--- src/rtl/pipeline_exe_pkg.sv ---
// rtl/pipeline_exe_pkg.sv - shared execute-stage definitions
// Purpose: ALU operation codes, data-memory type and write-back source codes
//          used by pipeline_exe and exe_alu.
// Ports:   none (package).
package pipeline_exe_pkg;

  typedef enum logic [4:0] {
    ALU_ADD   = 5'd0,
    ALU_SUB   = 5'd1,
    ALU_SLL   = 5'd2,
    ALU_SLT   = 5'd3,
    ALU_SLTU  = 5'd4,
    ALU_XOR   = 5'd5,
    ALU_SRL   = 5'd6,
    ALU_SRA   = 5'd7,
    ALU_OR    = 5'd8,
    ALU_AND   = 5'd9,
    ALU_PASSB = 5'd10
  } alu_op_e;

  typedef enum logic [1:0] {
    RESULT_SRC_ALU = 2'd0,
    RESULT_SRC_MEM = 2'd1,
    RESULT_SRC_IMM = 2'd2,
    RESULT_SRC_PC4 = 2'd3
  } result_src_e;

  localparam logic [2:0] DMEM_NONE = 3'd0;

endpackage

--- src/rtl/exe_alu.sv ---
// rtl/exe_alu.sv - combinational 32-bit ALU of the execute stage
// Purpose: result = f(op, a, b); codes 11..31 give 0. Shifts use b[4:0].
// Ports:   op (5) in, a (XLEN) in, b (XLEN) in, result (XLEN) out.
module exe_alu
  import pipeline_exe_pkg::*;
#(
  parameter int XLEN = 32
) (
  input  logic [4:0]      op,
  input  logic [XLEN-1:0] a,
  input  logic [XLEN-1:0] b,
  output logic [XLEN-1:0] result
);

  logic [4:0] shamt;
  logic       lt_signed;
  logic       lt_unsigned;

  always_comb begin
    shamt       = b[4:0];
    lt_signed   = $signed(a) < $signed(b);
    lt_unsigned = a < b;
    result      = '0;
    case (op)
      ALU_ADD:   result = a + b;
      ALU_SUB:   result = a - b;
      ALU_SLL:   result = a << shamt;
      ALU_SLT:   result = {{(XLEN-1){1'b0}}, lt_signed};
      ALU_SLTU:  result = {{(XLEN-1){1'b0}}, lt_unsigned};
      ALU_XOR:   result = a ^ b;
      ALU_SRL:   result = a >> shamt;
      ALU_SRA:   result = $unsigned($signed(a) >>> shamt);
      ALU_OR:    result = a | b;
      ALU_AND:   result = a & b;
      ALU_PASSB: result = b;
      default:   result = '0;
    endcase
  end

endmodule

--- src/rtl/pipeline_exe.sv ---
// rtl/pipeline_exe.sv - execute stage: ID/EX pipeline register plus ALU
// Purpose: registers decoded operands/control every clock (no stall/flush),
//          computes the ALU result from the registered values and forwards
//          sideband fields unchanged to MEM.
// Ports:   clk, resetn (async active-low); *_d_i from ID; alu_result_e_o
//          (combinational from E registers) and registered *_e_o copies.
module pipeline_exe
  import pipeline_exe_pkg::*;
#(
  parameter int XLEN = 32
) (
  input  logic            clk,
  input  logic            resetn,
  input  logic [4:0]      alu_op_d_i,
  input  logic [XLEN-1:0] rs1_d_i,
  input  logic [XLEN-1:0] rs2_d_i,
  input  logic [XLEN-1:0] extended_imm_d_i,
  input  logic [XLEN-1:0] pc_plus4_d_i,
  input  logic [2:0]      dmem_type_d_i,
  input  logic            reg_write_en_d_i,
  input  logic [4:0]      rd_idx_d_i,
  input  logic [1:0]      result_src_d_i,
  input  logic            instr_illegal_d_i,
  output logic [XLEN-1:0] alu_result_e_o,
  output logic [2:0]      dmem_type_e_o,
  output logic [XLEN-1:0] extended_imm_e_o,
  output logic [XLEN-1:0] pc_plus4_e_o,
  output logic            reg_write_en_e_o,
  output logic [4:0]      rd_idx_e_o,
  output logic [1:0]      result_src_e_o,
  output logic            instr_illegal_e_o
);

  logic [4:0]      alu_op_e;
  logic [XLEN-1:0] a_e;
  logic [XLEN-1:0] b_e;

  // Reset value is ADD with zero operands, so the ALU output reads 0
  // while resetn is low without any extra gating.
  always_ff @(posedge clk or negedge resetn) begin
    if (!resetn) begin
      alu_op_e          <= ALU_ADD;
      a_e               <= '0;
      b_e               <= '0;
      extended_imm_e_o  <= '0;
      pc_plus4_e_o      <= '0;
      dmem_type_e_o     <= DMEM_NONE;
      reg_write_en_e_o  <= 1'b0;
      rd_idx_e_o        <= '0;
      result_src_e_o    <= RESULT_SRC_ALU;
      instr_illegal_e_o <= 1'b0;
    end else begin
      alu_op_e          <= alu_op_d_i;
      a_e               <= rs1_d_i;
      b_e               <= rs2_d_i;
      extended_imm_e_o  <= extended_imm_d_i;
      pc_plus4_e_o      <= pc_plus4_d_i;
      dmem_type_e_o     <= dmem_type_d_i;
      reg_write_en_e_o  <= reg_write_en_d_i;
      rd_idx_e_o        <= rd_idx_d_i;
      result_src_e_o    <= result_src_d_i;
      instr_illegal_e_o <= instr_illegal_d_i;
    end
  end

  exe_alu #(.XLEN(XLEN)) u_alu (
    .op     (alu_op_e),
    .a      (a_e),
    .b      (b_e),
    .result (alu_result_e_o)
  );

endmodule

--- config.mk ---
export PLATFORM = sky130hd
export DESIGN_NAME = pipeline_exe
export DESIGN_NICKNAME = d
export VERILOG_FILES = /design/src/rtl/pipeline_exe_pkg.sv /design/src/rtl/exe_alu.sv /design/src/rtl/pipeline_exe.sv
export SDC_FILE = /design/constraint.sdc
export NUM_CORES = 1
export LEC_CHECK = 0
export ABC_AREA = 1
export CAP_MARGIN = 0
export CORE_AREA = 2 2 221 223
export DETAILED_ROUTE_END_ITERATION = 10
export DIE_AREA = 0 0 223 225
export PLACE_DENSITY = 0.47
export SLEW_MARGIN = 25
export SYNTH_ARGS = -nofsm -noshare
export SYNTH_HDL_FRONTEND = slang
export SYNTH_SLANG_ARGS = --single-unit
--- constraint.sdc ---
create_clock -name clk -period 8 [get_ports clk]
set_input_delay 0.8 -clock clk [delete_from_list [all_inputs] [get_ports clk]]
set_output_delay 0.8 -clock clk [all_outputs]
set_load 0.005 [all_outputs]
==> results by group, run 1 <==
Critical path
  – Crit Path Category: register to output port
  – Critical path launch point type: register
  – Worst Setup End Kind: output port
  – Required @ worst endpoint: 7200 ps
  – Worst Path Max Fanout: 68
  – Crit path DAT: 4390 ps

Floorplanning
  – Die Area: 50180 sq um
  – # rows: 80
  – Die Y: 225 um
  – Starting Density: 29.94%
  – Die Wd: 223 um
  – Core ar.: 47550 sq um
  – Io pins: 255

GRT
  – Largest net degree at the start of global routing: 69
  – Initial antenna violation count: 0
  – Number of global-route vias before repair: 16110
  – First-pass GRT wire length: 102400 um
  – GRT Util Overall: 27.77%
  – Grt ovf: 0

Finish
  – Share of post-route cells with drive strength above 1: 3.404%
  – Layout area overhead: 24.61%
  – Ant diodes: 0
  – Final #Nets: 2789
  – FILL cells: 5213

Timing
  – Worst hold slack: 244.7 ps
  – Slew headroom: 27.16%
  – FMAX: 192.6 MHz
  – RSZ-0062 raised after global routing: false
  – Fin crit period: 5193 ps
  – Slew @ Worst Pin: 1089 ps
  – Final period util: 64.92%
  – Setup ws final: 2807 ps
  – Slew Limit Fails: 0
  – Setup_tns: 0 ps
  – Final setup vio count: 0
  – Final Hold Viols: 0

Synth
  – Synth warn: 0
  – Multiplexer share of the synthesized area: 0%
  – Post-Syn Instances: 2360
  – Adder-cell share of the synthesized area: 8.806%
  – Yosys reg bits: 145
  – Area fraction in compound gates after synthesis: 8.525%
  – XOR/XNOR Fraction of Synth Area: 0%
  – Mapped Nets: 2606
  – Largest family of logic cells by synthesized area: simple AND/OR/NAND/NOR gates
  – Synth Area in Simple Gates: 45.32%
  – Synth Cell Area: 14240 sq um
  – Yosys cell types: 44
  – Syn_area_per_cell: 6.032 sq um
  – Sequential-to-total area share from yosys stat: 25.49%

Routing
  – Met3 wire len: 4472 um
  – Iteration-0 DRC Markers: 1619
  – Top routing layer used: met4
  – DRC: 0
  – Via Count: 16680
  – Avg WL per Cell: 22.04 um
  – Routed length on met2: 32250 um
  – DR pass1 iterations: 7
  – Via-per-instance ratio: 5.259
  – Metal-1 WL: 30550 um
  – Antenna Violating Nets Remaining: 0
  – Routed wire length: 69900 um

Min path
  – Min-delay worst type: input port to async pin

Power
  – LEAKAGE: 9.015 nW
  – Net Sw Frac: 40.61%
  – Internal: 0.001493 W
  – Max VDD drop: 0.1320 mV
  – Combinational share of power: 33.2%
  – Flop pwr share: 32.1%
  – Clock share of power: 34.7%
  – Sw Pwr: 0.001021 W
  – Pwr dens: 141.7 nW/um^2

Placement
  – HPWL after DPL: 56000 um
  – Post-place setup slack: 3360 ps
  – # port buffers: 254
  – GP Congestion: 0.9895

Clock tree
  – Post_cts resized: 0
  – Clock root buffer: clkbuf_16
  – Clock Tree Buf Depth: 2
  – Clock-pin transition on the worst setup and hold timing paths: 80 ps
  – Num CTS Buffers: 17
  – Clk sink count: 145
  – CTS Hold Bufs: 0
  – Setup Fix Bufs, Post-CTS: 0
  – TritonCTS clock tree: yes
  – H-tree depth: 4

Status
  – Status: completed

Run
  – MaxCap Viol Count: 0
power by group through the flow:
stage / Combinational [W] / Sequential (W) / Clock, W
2_1_floorplan: 0.000461 / 0.000807 / 0
3_3_place_gp: 0.000825 / 0.000821 / 0
3_5_place_dp: 0.000822 / 0.000822 / 0
4_1_cts: 0.000827 / 0.000807 / 0.000912
5_1_grt: 0.000914 / 0.000812 / 0.000931
6_report: 0.000834 / 0.000808 / 0.000872
sequential cells by signal, summed over array words and instances (netlist names):
register           count
instr_illegal_e_o      1
reg_write_en_e_o       1
extended_imm_e_o      32
alu_op_e               5
rd_idx_e_o             5
result_src_e_o         2
b_e                   32
pc_plus4_e_o          32
a_e                   32
dmem_type_e_o          3
metrics by stage:
step                power [W]  utilization (%)  instance area (sq um)  cells
global placement     0.001646            35.99                  17110   3139
finish               0.002514            37.31                  17740   3171
floorplan            0.001268                -                  14240   2360
detailed placement   0.001644            35.99                  17110   3139
global route         0.002657            37.31                  17740   3171
CTS                  0.002546            37.31                  17740   3171
how the worst max path moves through the flow:
| stage | startpoint | end | slack (ps) |
|---|---|---|---|
| after floorplan | b_e[3] | alu_result_e_o[29] | 4890 |
| after global placement | b_e[2] | alu_result_e_o[16] | 3470 |
| after detailed placement | b_e[2] | alu_result_e_o[16] | 3360 |
| after CTS | b_e[2] | alu_result_e_o[16] | 2790 |
| after global routing | b_e[2] | alu_result_e_o[24] | 2550 |
| final | b_e[2] | alu_result_e_o[24] | 2810 |
worst max-delay path, stage by stage, from the launching register on:
cell             delay (ps)
dfrtp_2                 340
buf_4                   570
inv_2                    40
buf_4                   360
ha_1                    560
nand2_1                 140
o21ai_1                 530
nand2_1                 130
nand2_1                 220
nand2_1                 140
nand4_1                 110
nand3_1                  80
nand3_1                 150
clkdlybuf4s50_1         510
kinds of logic after synthesis:
| group | Yosys count |
|---|---|
| and+or+nand+nor | 1487 |
| buffers and inverters | 410 |
| adders and majority gates | 99 |
| DFF | 145 |
| AOI/OAI and AO/OA | 219 |
cell type report:
type / count / area (sq um) / share of cell area [%]
well taps: 615 / 769.5 / 4.338
clock inverters: 15 / 201.4 / 1.136
flip-flops and latches: 145 / 3631 / 20.47
clock buffers: 17 / 425.4 / 2.398
multi-input cells: 1805 / 8919 / 50.28
inverters: 308 / 1160 / 6.538
repair buffers: 266 / 2634 / 14.85
cell usage after synthesis (all sizes together):
master	n	area share (%)
a31oi	2	0.088
clkinv	2	0.061
ha	97	8.5
and2	8	0.35
o211ai	14	0.74
o22ai	25	1.1
o221ai	1	0.062
nor3	16	0.60
nand4	39	1.7
o2111ai	2	0.12
fa	2	0.28
nand3b	1	0.053
o21a	3	0.16
nor2	220	6.4
nand2	753	20
a211oi	1	0.053
buf	79	3.1
o21bai	9	0.47
a21oi	68	2.4
nand3	446	16
or2	3	0.13
nor4	1	0.044
a21o	2	0.11
clkbuf	23	0.63
inv	306	8.1
dfrtp	145	25
o21ai	92	3.2
cells in the final DEF, fill, tap and decap left out, types with 6 or more instances in the layout:
cell type        synthesis  final
dfrtp_1                145    143
nor3_1                  15     15
nand4_1                 39     39
buf_4                    9     12
clkbuf_16                0     17
o21ai_0                 79     79
nand2_1                746    746
nor2_4                   7      7
clkinv_8                 0      6
nand3_1                443    443
a21oi_1                 68     68
ha_1                    97     97
o21ai_1                 13     13
o22ai_1                 25     25
and2_1                   8      8
inv_2                   14     16
clkdlybuf4s50_1          0    253
o21bai_1                 9      9
nor2_1                 210    210
inv_1                  291    289
o211ai_1                14     14
layer usage:
metal / up-vias / track usage (%)
li1: 7955 / -
met1: 7971 / 36.41
met2: 641 / 45.06
met3: 110 / 5.046
met4: 0 / 11.41
met5: - / 0
No activity file was read; power rests on OpenSTA's default activity.
==> run 2, diff against run 1 <==
clock period = 4.8 ns   (was 8 ns; I/O delays follow)
==> run 2 against run 1 <==
Core utilization grew 0.11 points. Cell area grew 0.30%. Count of clock-buffer cells in the layout is the same. Global-route usage grew 0.28 points. Sequential power grew 67%.
==> results by group, run 2 (same netlist as run 1, synthesis figures left out) <==
Routing
  – DR pass1 iterations: 6 (was 7)
  – Via Count: 16690 (was 16680)
  – Via-per-instance ratio: 5.246 (was 5.259)
  – Avg WL per Cell: 22.25 um (was 22.04 um)
  – DRC: 0 (unchanged)
  – Antenna Violating Nets Remaining: 0 (unchanged)
  – Iteration-0 DRC Markers: 1541 (was 1619)
  – Routed wire length: 70770 um (was 69900 um)

Floorplanning
  – Die Y: 225 um (unchanged)
  – Die Wd: 223 um (unchanged)
  – Starting Density: 29.94% (unchanged)
  – # rows: 80 (unchanged)
  – Die Area: 50180 sq um (unchanged)
  – Core ar.: 47550 sq um (unchanged)
  – Io pins: 255 (unchanged)

Power
  – Net Sw Frac: 40.16% (was 40.61%)
  – Flop pwr share: 32.7% (was 32.1%)
  – LEAKAGE: 9.046 nW (was 9.015 nW)
  – Pwr dens: 232.1 nW/um^2 (was 141.7 nW/um^2)
  – Max VDD drop: 0.2279 mV (was 0.1320 mV)
  – Internal: 0.002471 W (was 0.001493 W)
  – Clock share of power: 33.5% (was 34.7%)
  – Combinational share of power: 33.8% (was 33.2%)
  – Sw Pwr: 0.001659 W (was 0.001021 W)

Timing
  – FMAX: 224.2 MHz
  – Final period util: 92.94%
  – Slew headroom: 32.38% (was 27.16%)
  – Setup_tns: 0 ps (unchanged)
  – Slew @ Worst Pin: 1011 ps (was 1089 ps)
  – Slew Limit Fails: 0 (unchanged)
  – RSZ-0062 raised after global routing: false (unchanged)
  – Final setup vio count: 0 (unchanged)
  – Fin crit period: 4461 ps
  – Final Hold Viols: 0 (unchanged)

Critical path
  – Crit path DAT: 3980 ps (was 4390 ps)
  – Crit path cell chain: nand2_1, nor2_4, buf_4, inv_2, nor2_1, nand2_1, a21oi_1, nor2_1, nand3_1, clkdlybuf4s50_1 (was buf_4, inv_2, buf_4, ha_1, nand2_1, o21ai_1, nand2_1, nand2_1, nand2_1, nand4_1, nand3_1, nand3_1, clkdlybuf4s50_1)
  – Worst Setup End Kind: output port (unchanged)
  – Largest stage delay, worst path: 760 ps (was 570 ps)
  – Critical path launch point type: register (unchanged)
  – WP buf/inv: 3 (was 4)
  – Worst Path Max Fanout: 18 (was 68)
  – Critical Path Slowest Stage Cell: nor2_1 (was buf_4)
  – Required @ worst endpoint: 4320 ps (was 7200 ps)
  – Crit Path Category: register to output port (unchanged)
  – Delay-heaviest family, CP: simple AND/OR/NAND/NOR gates (was buffers and inverters)

Status
  – Status: completed (unchanged)

GRT
  – Number of global-route vias before repair: 16390 (was 16110)
  – Initial antenna violation count: 2 (was 0)
  – Largest net degree at the start of global routing: 69 (unchanged)
  – GRT Util Overall: 28.05% (was 27.77%)
  – First-pass GRT wire length: 103800 um (was 102400 um)
  – Grt ovf: 0 (unchanged)

Finish
  – FILL cells: 5202 (was 5213)
  – Ant diodes: 0 (unchanged)
  – Layout area overhead: 24.99% (was 24.61%)
  – Post-route insts no fill: 3181 (was 3171)
  – Share of post-route cells with drive strength above 1: 3.741% (was 3.404%)
  – Final #Nets: 2799 (was 2789)
  – Most frequent cells in the layout: nand2_1 (746), nand3_1 (443), inv_1 (289) (unchanged)
  – Commonest non-fill, non-tap cell in the layout: nand2_1 (unchanged)

Clock tree
  – Post_cts resized: 0 (unchanged)
  – Num CTS Buffers: 17 (unchanged)
  – Clock Tree Buf Depth: 2 (unchanged)
  – TritonCTS clock tree: yes (unchanged)
  – Clock root buffer: clkbuf_16 (unchanged)
  – H-tree depth: 4 (unchanged)
  – Clk sink count: 145 (unchanged)
  – Clock-pin transition on the worst setup and hold timing paths: 90 ps (was 80 ps)

Run
  – MaxCap Viol Count: 0 (unchanged)

Placement
  – # port buffers: 254 (unchanged)
  – GP Congestion: 0.9907 (was 0.9895)
  – HPWL after DPL: 57410 um (was 56000 um)
  – Placed Cells incl. Taps: 3148 (was 3139)

Min path
  – Min-delay worst type: input port to register (was input port to async pin)
[run 2: cell types whose count changed in the layout (fill, tap and decap cells not counted)]
cell and delta:
clkinv_2 +1, buf_12 +1, dlygate4sd3_1 +1, clkinvlp_4 +2, clkinv_4 +1, clkinv_8 -2, inv_12 -2, buf_4 +8
[run 2: power groups by stage]
| stage | Clock [W] | Sequential, W | Combinational, W |
|---|---|---|---|
| after floorplan | 0 | 0.00135 | 0.000768 |
| after global placement | 0 | 0.00137 | 0.00138 |
| after detailed placement | 0 | 0.00137 | 0.00137 |
| after CTS | 0.00144 | 0.00135 | 0.00138 |
| after global routing | 0.00149 | 0.00136 | 0.00153 |
| final | 0.00138 | 0.00135 | 0.00139 |
[run 2: routing by layer]
metal	wire, um	vias to the layer above	GRT usage (%)	part of all wire, %
met5	27	-	0	0.038
met4	2388	4	10.98	3.4
met3	5072	112	4.902	7.2
met2	32640	680	45.95	46
met1	30640	7911	36.75	43
li1	-	7979	-	-
[run 2: worst paths after layout]
path                              from                 end  slack, ps  cells past startpoint
worst min-delay path       rs1_d_i[19]             a_e[19]        430                      1
min in group asynchronous       resetn       rd_idx_e_o[1]        530                      2
max in group asynchronous       resetn             a_e[20]       3140                      3
worst max-delay path       alu_op_e[0]  alu_result_e_o[20]        340                     10
[run 2: area by class of cell]
| class | instances | area (sq um) | area share, % |
|---|---|---|---|
| clock buffer | 17 | 425.4 | 2.391 |
| clock inverter | 15 | 165.2 | 0.9282 |
| inverter | 308 | 1160 | 6.519 |
| multi-input combinational | 1805 | 8919 | 50.12 |
| sequential | 145 | 3631 | 20.41 |
| tap | 615 | 769.5 | 4.325 |
| timing repair buffer | 276 | 2724 | 15.31 |
[run 2: metrics by stage]
step / area [sq um] / hold slack, ps / setup WS, ps / total power, W / util, %
after CTS: 17790 / 384.0 / 359.9 / 0.004175 / 37.42
after global routing: 17790 / 402.7 / 172.9 / 0.004368 / 37.42
after floorplan: 14240 / 184.4 / 2012 / 0.002114 / -
after detailed placement: 17190 / 497.2 / 926.1 / 0.002746 / 36.16
after global placement: 17190 / 494.1 / 878.0 / 0.002750 / 36.16
final: 17790 / 430.6 / 339.0 / 0.004130 / 37.42
[run 2: what timing repair did]
item                                    CTS  global route
hold buffers                              1             0
endpoints found under the setup margin    0             0
setup buffers                             0             0
hold endpoints to repair                 24             0
==> run 3, diff against run 2 <==
CORE_AREA = 2 2 164 166   (was 2 2 221 223)
DIE_AREA = 0 0 166 168   (was 0 0 223 225)
PLACE_DENSITY = 0.79   (was 0.47)
==> run 3 against run 2 <==
Non-clock buffer count down 8. Critical path type unchanged. Via count up 7.2%. Highest routed layer unchanged. Critical endpoint is now alu_result_e_o[16]. Global-route usage up 15 points. Fmax up 2.2%. Final cell count down 8.8%. Combinational power about the same. Die area down 44%. Sequential power about the same. Flip-flop and latch count unchanged.
==> results by group, run 3 (same netlist as run 1, synthesis figures left out) <==
Status
  – Status: completed (unchanged)

Routing
  – Iteration-0 DRC Markers: 3469 (was 1541)
  – Avg WL per Cell: 21.25 um (was 22.25 um)
  – DRC: 0 (unchanged)
  – Via-per-instance ratio: 6.170 (was 5.246)
  – Via Count: 17890 (was 16690)
  – Routed wire length: 61630 um (was 70770 um)
  – Antenna Violating Nets Remaining: 0 (unchanged)
  – DR pass1 iterations: 11 (was 6)

Power
  – Pwr dens: 240.6 nW/um^2 (was 232.1 nW/um^2)
  – LEAKAGE: 9.013 nW (was 9.046 nW)
  – Max VDD drop: 0.2380 mV (was 0.2279 mV)
  – Total power: 0.004186 W (was 0.004130 W)

Timing
  – Worst hold slack: 119.3 ps (was 430.6 ps)
  – Setup_tns: 0 ps (unchanged)
  – Final period util: 90.96% (was 92.94%)
  – FMAX: 229.0 MHz (was 224.2 MHz)
  – Final Hold Viols: 0 (unchanged)
  – RSZ-0062 raised after global routing: false (unchanged)
  – Slew headroom: 35.98% (was 32.38%)
  – Fin crit period: 4366 ps (was 4461 ps)
  – Final setup vio count: 0 (unchanged)
  – Slew Limit Fails: 0 (unchanged)
  – Slew @ Worst Pin: 956.8 ps (was 1011 ps)

Clock tree
  – Setup Fix Bufs, Post-CTS: 0 (unchanged)
  – Clock-pin transition on the worst setup and hold timing paths: 80 ps (was 90 ps)
  – Clock Tree Buf Depth: 2 (unchanged)
  – TritonCTS clock tree: yes (unchanged)
  – Num CTS Buffers: 17 (unchanged)
  – Post_cts resized: 0 (unchanged)
  – H-tree depth: 4 (unchanged)
  – Clock root buffer: clkbuf_16 (unchanged)
  – CTS Hold Bufs: 0 (was 1)
  – Clk sink count: 145 (unchanged)

GRT
  – Grt ovf: 0 (unchanged)
  – Largest net degree at the start of global routing: 102 (was 69)
  – Number of global-route vias before repair: 16490 (was 16390)
  – Initial antenna violation count: 1 (was 2)
  – GRT Util Overall: 42.58% (was 28.05%)
  – First-pass GRT wire length: 91720 um (was 103800 um)

Floorplanning
  – Core ar.: 26350 sq um (was 47550 sq um)
  – Die Wd: 166 um (was 223 um)
  – Starting Density: 54.03% (was 29.94%)
  – Die Y: 168 um (was 225 um)
  – Die Area: 27890 sq um (was 50180 sq um)
  – # rows: 60 (was 80)
  – Io pins: 255 (unchanged)

Min path
  – Min-delay worst type: input port to async pin (was input port to register)

Finish
  – Most frequent cells in the layout: nand2_1 (746), nand3_1 (443), inv_1 (289) (unchanged)
  – Layout Utilization: 66.04% (was 37.42%)
  – Layout area overhead: 22.23% (was 24.99%)
  – Final #Nets: 2791 (was 2799)
  – Commonest non-fill, non-tap cell in the layout: nand2_1 (unchanged)
  – Share of post-route cells with drive strength above 1: 3.440% (was 3.741%)
  – FILL cells: 2417 (was 5202)

Critical path
  – Critical path launch point type: register (unchanged)
  – Crit path DAT: 3890 ps (was 3980 ps)
  – Worst Setup End Kind: output port (unchanged)
  – Required @ worst endpoint: 4320 ps (about the same)
  – Crit Path Category: register to output port (unchanged)
  – Worst Path Max Fanout: 11 (was 18)

Placement
  – HPWL after DPL: 47640 um (was 57410 um)
  – GP Congestion: 1.056 (was 0.9907)
  – # port buffers: 254 (unchanged)

Run
  – MaxCap Viol Count: 0 (unchanged)
run 3: report_power, final:
group          internal (W)  switching (W)  leakage, nW  total [W]
Clock              0.000711       0.000758        0.294    0.00147
Combinational      0.000488       0.000878         7.03    0.00137
Sequential          0.00128      0.0000691         1.69    0.00135
run 3: critical path: stages, from the launching register on:
cell and delay, ps:
dfrtp_1 650, ha_1 370, fa_1 230, nand2_1 100, o21ai_1 640, nand2_1 100, nand2_1 230, nand3_1 150
nand3_1 110, nand3_1 110, nand4_1 220, clkdlybuf4s50_1 530
run 3: final cells by class:
type	count	area (sq um)	area share, %
clock buffers	17	425.4	2.445
well taps	341	426.7	2.452
repair buffers	268	2649	15.22
flip-flops and latches	145	3631	20.87
inverters	308	1160	6.666
clock inverters	15	187.7	1.079
diodes	1	2.502	0.01438
multi-input cells	1805	8919	51.25
run 3: metrics by stage:
stage / cell area, sq um / std cells / worst slack [ps]
2_1_floorplan: 14240 / 2360 / 2012
3_3_place_gp: 16780 / 2867 / 1040
3_5_place_dp: 16780 / 2867 / 1060
4_1_cts: 17400 / 2899 / 576.0
5_1_grt: 17400 / 2899 / 354.6
6_report: 17400 / 2900 / 434.0
run 3: metal layers:
layer / part of all wire (%) / wire (um) / track usage [%]
met4: 7.1 / 4382 / 24.27
met3: 15 / 8944 / 10.81
met2: 42 / 26180 / 65.43
met1: 36 / 22080 / 54.71
met5: 0.070 / 43 / 0
run 3: worst max path at each step:
stage / end / from / slack, ps / cells after the start
after floorplan: alu_result_e_o[29] / b_e[3] / 2010 / 15
final: alu_result_e_o[16] / b_e[0] / 430 / 11
after detailed placement: alu_result_e_o[16] / b_e[0] / 1060 / 11
after global routing: alu_result_e_o[16] / b_e[0] / 350 / 11
after global placement: alu_result_e_o[16] / b_e[0] / 1040 / 11
after CTS: alu_result_e_o[16] / b_e[0] / 580 / 11
